$ cat config.mk
export PLATFORM = sky130hd
export DESIGN_NAME = hazard_scoreboard_flat
export DESIGN_NICKNAME = d
export VERILOG_FILES = /design/src/rtl/hazard_scoreboard_if.sv /design/src/rtl/hazard_scoreboard.sv /design/src/flat_wrapper.sv
export SDC_FILE = /design/constraint.sdc
export NUM_CORES = 1
export LEC_CHECK = 0
export BUFFER_PORTS_ARGS = -buffer_cell sky130_fd_sc_hd__buf_2
export CORE_AREA = 4 4 158 160
export CTS_BUF_LIST = sky130_fd_sc_hd__clkbuf_4 sky130_fd_sc_hd__clkbuf_8 sky130_fd_sc_hd__clkbuf_16
export DETAILED_ROUTE_END_ITERATION = 16
export DIE_AREA = 0 0 162 164
export SLEW_MARGIN = 25
export SYNTH_ARGS = -nofsm -noshare
export SYNTH_HDL_FRONTEND = slang
export SYNTH_SLANG_ARGS = --single-unit
$ cat constraint.sdc
create_clock -name clk -period 8 [get_ports clk]
set_clock_uncertainty 0.15 [all_clocks]
set_input_delay 1.2 -clock clk [delete_from_list [all_inputs] [get_ports clk]]
set_output_delay 1.2 -clock clk [all_outputs]
set_load 0.02 [all_outputs]
$ cat src/rtl/hazard_scoreboard_if.sv
// ID-stage hazard interface: the decoded instruction comes in, the interlock and pipeline-enable controls go out.
interface hazard_scoreboard_if #(
  parameter int NUM_SRC = 2,
  parameter int AW      = 5,
  parameter int MAX_LAT = 7,
  parameter int CNT_W   = 16
);
  localparam int LW       = $clog2(MAX_LAT + 1);
  localparam int NUM_REGS = 2 ** AW;

  // There is no valid/ready pair. id_valid marks a live ID instruction. stall is
  // its combinational "not ready" answer in the same cycle. The instruction issues
  // on a clock edge only if id_valid && !flush && !stall && !ext_hold.
  logic                    id_valid;
  logic [NUM_SRC*AW-1:0]   id_src;
  logic [NUM_SRC-1:0]      id_src_en;
  logic [AW-1:0]           id_rd;
  logic                    id_rd_wr;
  logic [LW-1:0]           id_lat;
  logic                    flush;
  logic                    ext_hold;

  logic                    stall;
  logic                    pc_write;
  logic                    if_id_write;
  logic                    id_ex_bubble;
  logic [NUM_REGS-1:0]     busy_mask;
  logic [CNT_W-1:0]        stall_cnt;

  modport master (
    output id_valid, id_src, id_src_en, id_rd, id_rd_wr, id_lat, flush, ext_hold,
    input  stall, pc_write, if_id_write, id_ex_bubble, busy_mask, stall_cnt
  );

  modport slave (
    input  id_valid, id_src, id_src_en, id_rd, id_rd_wr, id_lat, flush, ext_hold,
    output stall, pc_write, if_id_write, id_ex_bubble, busy_mask, stall_cnt
  );
endinterface

$ cat src/rtl/hazard_scoreboard.sv
// Per-register latency countdown scoreboard.
// It raises a RAW/WAW interlock, drives PC/IF-ID/ID-EX control and counts stall cycles.
module hazard_scoreboard #(
  parameter int NUM_SRC = 2,
  parameter int AW      = 5,
  parameter int MAX_LAT = 7,
  parameter int CNT_W   = 16
) (
  input  logic               clk,
  input  logic               rst_n,
  hazard_scoreboard_if.slave bus
);
  localparam int LW       = $clog2(MAX_LAT + 1);
  localparam int NUM_REGS = 2 ** AW;

  logic [LW-1:0]    cnt_q [NUM_REGS];
  logic [LW-1:0]    cnt_d [NUM_REGS];
  logic [CNT_W-1:0] stall_cnt_q, stall_cnt_d;

  logic          raw_hit, waw_hit, stall, issue, load_en;
  logic [LW-1:0] lat_c;

  // The clamp only exists when id_lat can encode values above MAX_LAT.
  if (MAX_LAT == (2 ** LW) - 1) begin : g_noclamp
    assign lat_c = bus.id_lat;
  end else begin : g_clamp
    localparam logic [LW-1:0] MAX_L = LW'(MAX_LAT);
    assign lat_c = (bus.id_lat > MAX_L) ? MAX_L : bus.id_lat;
  end

  always_comb begin : raw_check
    logic [AW-1:0] src;
    src     = '0;
    raw_hit = 1'b0;
    for (int i = 0; i < NUM_SRC; i++) begin
      src = bus.id_src[i*AW +: AW];
      if (bus.id_src_en[i] && (src != '0) && (cnt_q[src] != '0)) raw_hit = 1'b1;
    end
  end

  assign waw_hit = bus.id_rd_wr && (bus.id_rd != '0) && (cnt_q[bus.id_rd] != '0);
  assign stall   = bus.id_valid && !bus.flush && (raw_hit || waw_hit);
  assign issue   = bus.id_valid && !bus.flush && !stall && !bus.ext_hold;
  assign load_en = issue && bus.id_rd_wr && (bus.id_rd != '0) && (lat_c != '0);

  assign bus.stall        = stall;
  assign bus.pc_write     = !(stall || bus.ext_hold);
  assign bus.if_id_write  = !(stall || bus.ext_hold);
  assign bus.id_ex_bubble = (stall || bus.flush) && !bus.ext_hold;
  assign bus.stall_cnt    = stall_cnt_q;

  // Register 0 is hardwired to zero, so its counter never leaves 0.
  always_comb begin
    for (int r = 0; r < NUM_REGS; r++) begin
      cnt_d[r] = cnt_q[r];
      if (!bus.ext_hold) begin
        if (cnt_q[r] != '0) cnt_d[r] = cnt_q[r] - 1'b1;
        if (load_en && (bus.id_rd == AW'(r))) cnt_d[r] = lat_c;
      end
    end
    cnt_d[0] = '0;
  end

  always_comb begin
    stall_cnt_d = stall_cnt_q;
    if (stall && !bus.ext_hold && (stall_cnt_q != '1)) stall_cnt_d = stall_cnt_q + 1'b1;
  end

  always_comb begin
    for (int r = 0; r < NUM_REGS; r++) bus.busy_mask[r] = (cnt_q[r] != '0);
  end

  always_ff @(posedge clk or negedge rst_n) begin
    if (!rst_n) begin
      for (int r = 0; r < NUM_REGS; r++) cnt_q[r] <= '0;
      stall_cnt_q <= '0;
    end else begin
      for (int r = 0; r < NUM_REGS; r++) cnt_q[r] <= cnt_d[r];
      stall_cnt_q <= stall_cnt_d;
    end
  end
endmodule

$ cat src/flat_wrapper.sv
// flat-port wrapper written by rule: the top's interface ports become plain ports
module hazard_scoreboard_flat 
#(
  parameter int NUM_SRC = 2,
  parameter int AW      = 5,
  parameter int MAX_LAT = 7,
  parameter int CNT_W   = 16
)
  (clk, rst_n, bus_id_valid, bus_id_src, bus_id_src_en, bus_id_rd, bus_id_rd_wr, bus_id_lat, bus_flush, bus_ext_hold, bus_stall, bus_pc_write, bus_if_id_write, bus_id_ex_bubble, bus_busy_mask, bus_stall_cnt);
  hazard_scoreboard_if #(.NUM_SRC(NUM_SRC), .AW(AW), .MAX_LAT(MAX_LAT), .CNT_W(CNT_W)) bus_i ();
  input  logic clk;
  input  logic rst_n;
  input wire logic [$bits(bus_i.id_valid)-1:0] bus_id_valid;
  input wire logic [$bits(bus_i.id_src)-1:0] bus_id_src;
  input wire logic [$bits(bus_i.id_src_en)-1:0] bus_id_src_en;
  input wire logic [$bits(bus_i.id_rd)-1:0] bus_id_rd;
  input wire logic [$bits(bus_i.id_rd_wr)-1:0] bus_id_rd_wr;
  input wire logic [$bits(bus_i.id_lat)-1:0] bus_id_lat;
  input wire logic [$bits(bus_i.flush)-1:0] bus_flush;
  input wire logic [$bits(bus_i.ext_hold)-1:0] bus_ext_hold;
  output wire logic [$bits(bus_i.stall)-1:0] bus_stall;
  output wire logic [$bits(bus_i.pc_write)-1:0] bus_pc_write;
  output wire logic [$bits(bus_i.if_id_write)-1:0] bus_if_id_write;
  output wire logic [$bits(bus_i.id_ex_bubble)-1:0] bus_id_ex_bubble;
  output wire logic [$bits(bus_i.busy_mask)-1:0] bus_busy_mask;
  output wire logic [$bits(bus_i.stall_cnt)-1:0] bus_stall_cnt;
  assign bus_i.id_valid = bus_id_valid;
  assign bus_i.id_src = bus_id_src;
  assign bus_i.id_src_en = bus_id_src_en;
  assign bus_i.id_rd = bus_id_rd;
  assign bus_i.id_rd_wr = bus_id_rd_wr;
  assign bus_i.id_lat = bus_id_lat;
  assign bus_i.flush = bus_flush;
  assign bus_i.ext_hold = bus_ext_hold;
  assign bus_stall = bus_i.stall;
  assign bus_pc_write = bus_i.pc_write;
  assign bus_if_id_write = bus_i.if_id_write;
  assign bus_id_ex_bubble = bus_i.id_ex_bubble;
  assign bus_busy_mask = bus_i.busy_mask;
  assign bus_stall_cnt = bus_i.stall_cnt;
  hazard_scoreboard #(.NUM_SRC(NUM_SRC), .AW(AW), .MAX_LAT(MAX_LAT), .CNT_W(CNT_W)) u_core (.clk(clk), .rst_n(rst_n), .bus(bus_i));
endmodule
Yosys cells after proc, flatten, opt, wreduce, memory -nomap -nowiden
Index checks and enable logic that the tools add are counted.
- add/sub/neg operators: 32
- $lt $le $gt $ge: 3
- equal/unequal tests: 32
- muxes and demuxes: 73
- bitwise operators: 4
- reduce and logical (&&, ||, !) cells: 154
- operator list (operator ; number):
    2-to-1 mux 3 bit ; 68
    nonzero test 3 bit ; 35
    subtractor 3 x 1 -> 3 bit, second input constant ; 31
    equality test 5 bit, second input constant ; 16
    AND reduction 2 bit ; 31
    nonzero test 2 bit ; 31
    logical AND 1 bit ; 47
    binary-select mux 3 bit (select 5 bit) ; 3
    equality test 5 x 4 -> 1 bit, second input constant ; 8
    equality test 5 x 3 -> 1 bit, second input constant ; 4
    >= comparator 6 bit, second input constant ; 3
    NOT 5 -> 6 bit ; 3
    adder 16 x 1 -> 16 bit, second input constant ; 1
    inequality test 16 bit, second input constant ; 1
    nonzero test 5 bit ; 3
    equality test 5 x 2 -> 1 bit, second input constant ; 2
    equality test 5 x 1 -> 1 bit, second input constant ; 1
    zero test 1 bit ; 4
    logical OR 1 bit ; 3
    2-to-1 mux 1 bit ; 2
    NOT 1 bit ; 1
- flip-flop bits (word level): 109
- bits of input ports: 26
- output and inout port bits: 52
- word-level logic and storage cells: 330

Longest topological paths before layout
Gate-level depths: netlist of the first run.
- depth in word-level cells: 19
- depth in mapped cells: 14
- depth with buffers taken out: 8

Least setup slack after synthesis of the first run
No wires, ideal clock.
- kind: input -> output
- start point: in bus_id_src[1]
- end point: out bus_pc_write
- arrival: 3.435 ns
- data required time: 6.650 ns
- slack: 3.215 ns
- stages on the path: 11
- path through: buf_4 -> buf_6 -> buf_4 -> a311oi_1 -> a211oi_1 -> o2111ai_1 -> nand4_4 -> and2_1 -> a21oi_1 -> nor2_1 -> buf_4
- word-level cells in the longest chain between the ends: 12
- elaborated cells on any way between the ends: 14
- those cells by class: mux (5); bitwise (1); reduce/logical (8)
- RTL lines (what ; line ; source):
    start, declared ; flat_wrapper.sv:14 ; input wire logic [$bits(bus_i.id_src)-1:0] bus_id_src;
    NOT 5 -> 6 bit (implied by the code) ; hazard_scoreboard.sv:37 ; if (bus.id_src_en[i] && (src != '0) && (cnt_q[src] != '0)) raw_hit = 1'b1;
    binary-select mux 3 bit (select 5 bit) ; hazard_scoreboard.sv:37 ;
    2-to-1 mux 3 bit (implied by the code) (2 in series) ; hazard_scoreboard.sv:37 ;
    nonzero test 3 bit ; hazard_scoreboard.sv:37 ;
    logical AND 1 bit * ; hazard_scoreboard.sv:37 ;
    2-to-1 mux 1 bit * (2 in series) ; hazard_scoreboard.sv:37 ;
    logical OR 1 bit * ; hazard_scoreboard.sv:42 ; assign stall = bus.id_valid && !bus.flush && (raw_hit || waw_hit);
    logical AND 1 bit * ; hazard_scoreboard.sv:42 ;
    net bus_stall ; flat_wrapper.sv:21 ; output wire logic [$bits(bus_i.stall)-1:0] bus_stall;
    logical OR 1 bit * ; - ;
    zero test 1 bit * ; - ;
    end, declared ; flat_wrapper.sv:22 ; output wire logic [$bits(bus_i.pc_write)-1:0] bus_pc_write;
The timed path passes the listed nets; every way through them passes the cells marked *. The select of a mux whose other input is x is not followed.

Final worst setup path of the first run
- start point: in bus_id_rd[0]
- end point: out bus_id_ex_bubble
- word-level cells in the longest chain between the ends: 10
- elaborated cells on any way between the ends: 12
- those cells by class: mux (3); bitwise (1); reduce/logical (8)
- RTL lines (what ; line ; source):
    start, declared ; flat_wrapper.sv:16 ; input wire logic [$bits(bus_i.id_rd)-1:0] bus_id_rd;
    NOT 5 -> 6 bit (implied by the code) ; hazard_scoreboard.sv:41 ; assign waw_hit = bus.id_rd_wr && (bus.id_rd != '0) && (cnt_q[bus.id_rd] != '0);
    binary-select mux 3 bit (select 5 bit) ; hazard_scoreboard.sv:41 ;
    2-to-1 mux 3 bit (implied by the code) (2 in series) ; hazard_scoreboard.sv:41 ;
    nonzero test 3 bit ; hazard_scoreboard.sv:41 ;
    logical AND 1 bit * ; hazard_scoreboard.sv:41 ;
    logical OR 1 bit * ; hazard_scoreboard.sv:42 ;
    logical AND 1 bit * ; hazard_scoreboard.sv:42 ;
    logical OR 1 bit * ; hazard_scoreboard.sv:49 ; assign bus.id_ex_bubble = (stall || bus.flush) && !bus.ext_hold;
    logical AND 1 bit * ; hazard_scoreboard.sv:49 ;
    end, declared ; flat_wrapper.sv:24 ; output wire logic [$bits(bus_i.id_ex_bubble)-1:0] bus_id_ex_bubble;
Every way passes the cells marked *; elsewhere a longest branch is shown, timed or not. The select of a mux whose other input is x is not followed.

==> results.cfg, run 1 <==
[outcome]
status = finished, final reports clean

[min_path]
hp-class = reg -> reg
hp-start = u_core.bus.stall_cnt[6]
hold_end = u_core.bus.stall_cnt[6]
min_path_cells = 1

[floorplanning]
dieArea_um2 = 26600
initial_core_util_pct = 40.7
fp.coreArea_um2 = 23400
die_w_um = 162
pin_count = 78
fp.dieH_um = 164
rows = 56

[critical_path]
required_ps = 6650
ff2ff_setup_slack_ps = 4050
cp_slowest_cell = a311oi_4
reg2reg_depth = 9
crit_top_cell = buf_2
cp-start-kind = primary input
crit_fanout = 29
worstReg2RegEnd = u_core.cnt_q[2]
critical-path-top-delay-family = compound AO/OA/AOI/OAI gates
arrival_ps = 4020
end_kind = output port
worstReg2RegStart = u_core.cnt_q[60]
path_buf_inv = 2
critical_path_class = in -> out
critical_path.cell_chain = buf_2, nand2b_1, a2111oi_0, nor3_1, o211ai_1, nand2_1, a311oi_4, a21o_1, buf_2
cp_slowest_stage_delay_ps = 770

[clock_network]
tritoncts = done
cts_made_buffers = 9
clk_path_buf_depth = 2
clockRootBuffer = clkbuf_16
cts_setup_buffers = 0
path_clk_slew_ps = 90
post_cts_resized = 0
h-tree-depth = 3
insertion_delay_ps = 370
cts_sinks = 109
holdBufCountCts = 0

[yosys]
synth-edff-count = 0
syn_area_um2 = 9520
synthFlopType = dfrtp_1
synthArstFlopShare_pct = 100
synth_top_area_share_pct = 28.7
syn_inst = 1155
syn_area_per_cell_um2 = 8.24
synth-warning-count = 0
postSynthNetCount = 1244
synthTopCellsByArea = dfrtp_1, ha_1, nor3_1, inv_1, nand2_1
synth_top_cell_by_area = dfrtp_1
synth_seq_cells = 109
synth_cell_types = 72
ys_seq_area_share_pct = 28.7

[power]
p_per_area_nw_per_um2 = 311
seqPwrFrac_pct = 36.9
power_switching_w = 0.00152
p_comb_share_pct = 48.4
ir_drop_uv = 149
power_frac_clock_pct = 14.7
p_leak_nw = 4.30
internal_power_w = 0.00167
switching_share_pct = 47.7

[placed_design]
gp_congestion = 0.955
dp.cells = 1477
dp_hpwl_um = 22400
io_buffer_count = 76

[sta]
rsz0062_at_grt = no
clock.fmax_mhz = 186
post-route-period-util_pct = 67.2
whs_ps = 346
worstMarginPinSlew_ps = 894
maxSlewViolCount = 0
setup_violations = 0
fin_crit_ps = 5370
max_slew_margin_pct = 40.4
fin_tns_setup_ps = 0
finalHoldViolations = 0

[global_route]
grt_pass1_wl_um = 50300
grtUsageMet3_pct = 3.74
grtUsageTotal_pct = 23.9
busiest_layer = met2
antenna_found_initial = 2
grt_pass1_vias = 8635
overflow = 0
grt_max_degree = 80
met1_usage_pct = 34.5
globalRouteMet2Util_pct = 37.5

[route]
routed-via-count = 9264
first_pass_iters = 6
viasPerCell = 6.20
wire_per_inst_um = 21.2
antenna_left = 0
drt-initial-drc-count = 1008
drc_errors = 0
wirelength_um = 31700

[final_layout]
final_common_cell = dfrtp_1
finalNetCount = 1258
num-fill-cells = 2483
syn_to_final_growth_pct = 7.72
diodes = 0
mostFrequentLayoutCells = dfrtp_1, inv_1, nand2_1
final_cell_count_no_fill = 1493
drive_above_1_share_pct = 12.8

[flow_run]
drv_cap = 0
## cells by family after synthesis
logic type | after synthesis | share of synthesized area (%)
adders and majority gates | 63 | 8.28
xor gates and xnor gates | 13 | 1.20
buffers and inverters | 178 | 8.37
DFF | 109 | 28.7
and+or+nand+nor | 509 | 29.4
other | 1 | 0.0394
AOI/OAI and AO/OA | 256 | 20.4
muxes | 26 | 3.59
## layout make-up
cell class	count	area, um^2	share of cell area, %
Clock buffer	9	225	2.20
Inverter	96	360	3.51
Timing Repair Buffer	85	453	4.42
Multi-Input combinational cell	868	6010	58.6
Sequential cell	109	2730	26.6
Tap cell	319	399	3.89
Clock inverter	7	78.8	0.769
## worst max-delay path by stage
stage / start / cells after the start / slack, ps / to
2_1_floorplan: bus_id_src[1] / 11 / 3220 / bus_pc_write
3_3_place_gp: bus_id_rd[0] / 9 / 2760 / bus_id_ex_bubble
3_5_place_dp: bus_id_rd[0] / 9 / 2710 / bus_id_ex_bubble
4_1_cts: bus_id_rd[0] / 9 / 2700 / bus_id_ex_bubble
5_1_grt: bus_id_rd[0] / 9 / 2410 / bus_id_ex_bubble
6_report: bus_id_rd[0] / 9 / 2630 / bus_id_ex_bubble
## flip-flops by register name, indices dropped and copies added, names as in the netlist
signal	cells
u_core.cnt_q	93
u_core.bus.stall_cnt	16
## cell usage after synthesis, types with 3 or more instances
cell type,n
or4_1,7
mux2i_1,18
a311oi_1,6
and3_1,18
o21ai_0,44
dfrtp_1,109
a221oi_2,7
a31oi_1,8
and2_1,13
nor2b_1,19
a221oi_1,19
ha_1,63
xnor2_1,13
a211oi_1,37
nand4_1,13
buf_4,15
a21oi_1,28
nand2_1,94
nor2_1,62
a221o_1,14
nor3_1,76
mux4_2,5
buf_2,16
nor4b_1,16
a2111oi_0,8
nand2b_1,42
a22oi_1,25
nand3_1,54
or3_1,12
o311a_1,3
a211o_1,7
o211ai_1,11
nor4_1,51
clkbuf_1,42
o31ai_1,4
or4b_2,20
inv_1,96
buf_6,7
a21boi_0,9
## power by group through the flow
stage | sequential (W) | combinational, W | clock [W]
5_1_grt | 0.00121 | 0.00176 | 0.000498
6_report | 0.00117 | 0.00154 | 0.000469
2_1_floorplan | 0.00102 | 0.00121 | 0
4_1_cts | 0.00116 | 0.00154 | 0.000480
3_3_place_gp | 0.00116 | 0.00151 | 0
3_5_place_dp | 0.00116 | 0.00154 | 0
## per-layer routing
| metal | part of all wire (%) | wire, um |
|---|---|---|
| met1 | 45 | 14400 |
| met5 | 0.066 | 21 |
| met4 | 1.9 | 600 |
| met2 | 46 | 14500 |
| met3 | 6.9 | 2200 |
## stage by stage
| step | utilization [%] | instance area (um^2) | total power (W) | setup slack (ps) |
|---|---|---|---|---|
| 5_1_grt | 43.8 | 10300 | 0.00347 | 2410 |
| 3_5_place_dp | 42.5 | 9950 | 0.00270 | 2710 |
| 3_3_place_gp | 42.5 | 9940 | 0.00268 | 2760 |
| 2_1_floorplan | - | 9520 | 0.00224 | 3220 |
| 6_report | 43.8 | 10300 | 0.00318 | 2630 |
| 4_1_cts | 43.8 | 10200 | 0.00318 | 2700 |
(Power assumes the default switching activity.)
==> inputs of run 2 (changes only) <==
==> constraint.sdc (replaced) <==
create_clock -name clk -period 4.6 [get_ports clk]
set_clock_uncertainty 0.15 [all_clocks]
set_input_delay 0.69 -clock clk [delete_from_list [all_inputs] [get_ports clk]]
set_output_delay 0.69 -clock clk [all_outputs]
set_load 0.02 [all_outputs]
==> run 2 against run 1 <==
Net effect:
- wire length down 0.64%
- first-iteration DRC count shrank 11%
- via count is 0.60% higher
- total power rose by 75%
- sequential power up 73%
- final cell count is 0.80% higher
- critical path depth unchanged
- non-clock buffer count increased by 12
- core utilization grew 0.57 points
- count of clock-buffer cells in the layout is the same
- hold slack worse by 140 ps
- critical endpoint is now bus_if_id_write
==> results.cfg, run 2 (same netlist as run 1, synthesis figures left out) <==
[clock_network]
tritoncts = done
post_cts_resized = 0
clk_path_buf_depth = 2
cts_sinks = 109
holdBufCountCts = 0
cts_setup_buffers = 0
cts_made_buffers = 9
h-tree-depth = 3
clockRootBuffer = clkbuf_16
insertion_delay_ps = 370
path_clk_slew_ps = 80

[route]
drt-initial-drc-count = 899
first_pass_iters = 5
viasPerCell = 6.19
wire_per_inst_um = 20.9
drc_errors = 0
routed-via-count = 9320
wirelength_um = 31500
antenna_left = 0

[critical_path]
cp-start-kind = register
critical_path.cell_chain = nor3_1, o31ai_1, a2111oi_1, a22oi_1, o211ai_4, and2_1, a21oi_1, nor2_1, buf_2
arrival_ps = 3350
path_buf_inv = 1
crit_fanout = 9
critical_path_class = reg -> out
crit_cells = 9
worstSetupStartpoint = u_core.cnt_q[60]
reg2reg_depth = 9
worstReg2RegStart = u_core.cnt_q[60]
critPathCapture = bus_if_id_write
ff2ff_setup_slack_ps = 790
required_ps = 3760
worstReg2RegEnd = u_core.cnt_q[86]
end_kind = output port
cp_slowest_cell = nor3_1
cp_slowest_stage_delay_ps = 660
critical-path-top-delay-family = compound AO/OA/AOI/OAI gates

[floorplanning]
fp.coreArea_um2 = 23400
rows = 56
dieArea_um2 = 26600
initial_core_util_pct = 40.7
fp.dieH_um = 164
pin_count = 78
die_w_um = 162

[power]
p_leak_nw = 4.37
p_per_area_nw_per_um2 = 537
ir_drop_uv = 212

[sta]
worstMarginPinSlew_ps = 872
fin_tns_setup_ps = 0
setup_violations = 0
clock.fmax_mhz = 239
post-route-period-util_pct = 91.0
fin_crit_ps = 4190
rsz0062_at_grt = no
whs_ps = 205
finalHoldViolations = 0
maxSlewViolCount = 0
max_slew_margin_pct = 41.7

[final_layout]
drive_above_1_share_pct = 13.6
top_register = u_core.cnt_q
mostFrequentLayoutCells = dfrtp_1, inv_1, nand2_1
syn_to_final_growth_pct = 9.12
final_area_um2 = 10400
final_common_cell = dfrtp_1
largest_reg_flops = 93
finalNetCount = 1270
diodes = 0

[global_route]
overflow = 0
antenna_found_initial = 4
grt_pass1_wl_um = 50000
grtUsageTotal_pct = 23.7
grt_pass1_vias = 8724
grt_max_degree = 61

[outcome]
status = finished, final reports clean

[placed_design]
io_buffer_count = 76
gp_congestion = 0.971
place_area_um2 = 10100
dp_hpwl_um = 22800

[flow_run]
drv_cap = 0

[min_path]
hp-class = in -> async
[run 2: layout make-up]
cell class / instances / area (um^2)
fill: 2400 / 13000
inverter: 96 / 360
clock inverter: 7 / 88.8
timing repair buffer: 97 / 581
clock buffer: 9 / 225
sequential: 109 / 2730
multi-input combinational: 868 / 6000
tap: 319 / 399
[run 2: worst min path at each step]
stage	start	end	slack (ps)
5_1_grt	rst_n	u_core.bus.stall_cnt[13]	250
6_report	rst_n	u_core.bus.stall_cnt[12]	200
2_1_floorplan	rst_n	u_core.bus.stall_cnt[0]	240
4_1_cts	rst_n	u_core.bus.stall_cnt[12]	230
3_5_place_dp	u_core.bus.stall_cnt[6]	u_core.bus.stall_cnt[6]	340
3_3_place_gp	u_core.bus.stall_cnt[10]	u_core.bus.stall_cnt[10]	330
[run 2: power breakdown]
part	switching (W)	internal [W]	total (W)
logic	0.00156	0.00114	0.00270
clock network	0.000427	0.000439	0.000866
registers	0.000630	0.00139	0.00202
[run 2: through the flow]
step | utilization, % | setup WS [ps] | power, W | cells
after floorplan | - | 835 | 0.00389 | 1155
after global placement | 43.0 | 617 | 0.00463 | 1489
after detailed placement | 43.0 | 630 | 0.00469 | 1489
after CTS | 44.4 | 509 | 0.00558 | 1505
after global routing | 44.4 | 259 | 0.00607 | 1505
final | 44.4 | 414 | 0.00558 | 1505
[run 2: routing by layer]
| layer | vias to the layer above | global-route usage, % | wire, um |
|---|---|---|---|
| li1 | 4355 | - | - |
| met4 | 2 | 7.54 | 788 |
| met3 | 52 | 4.04 | 2570 |
| met2 | 395 | 37.2 | 14300 |
| met1 | 4516 | 33.4 | 13900 |
| met5 | - | 0 | 13 |
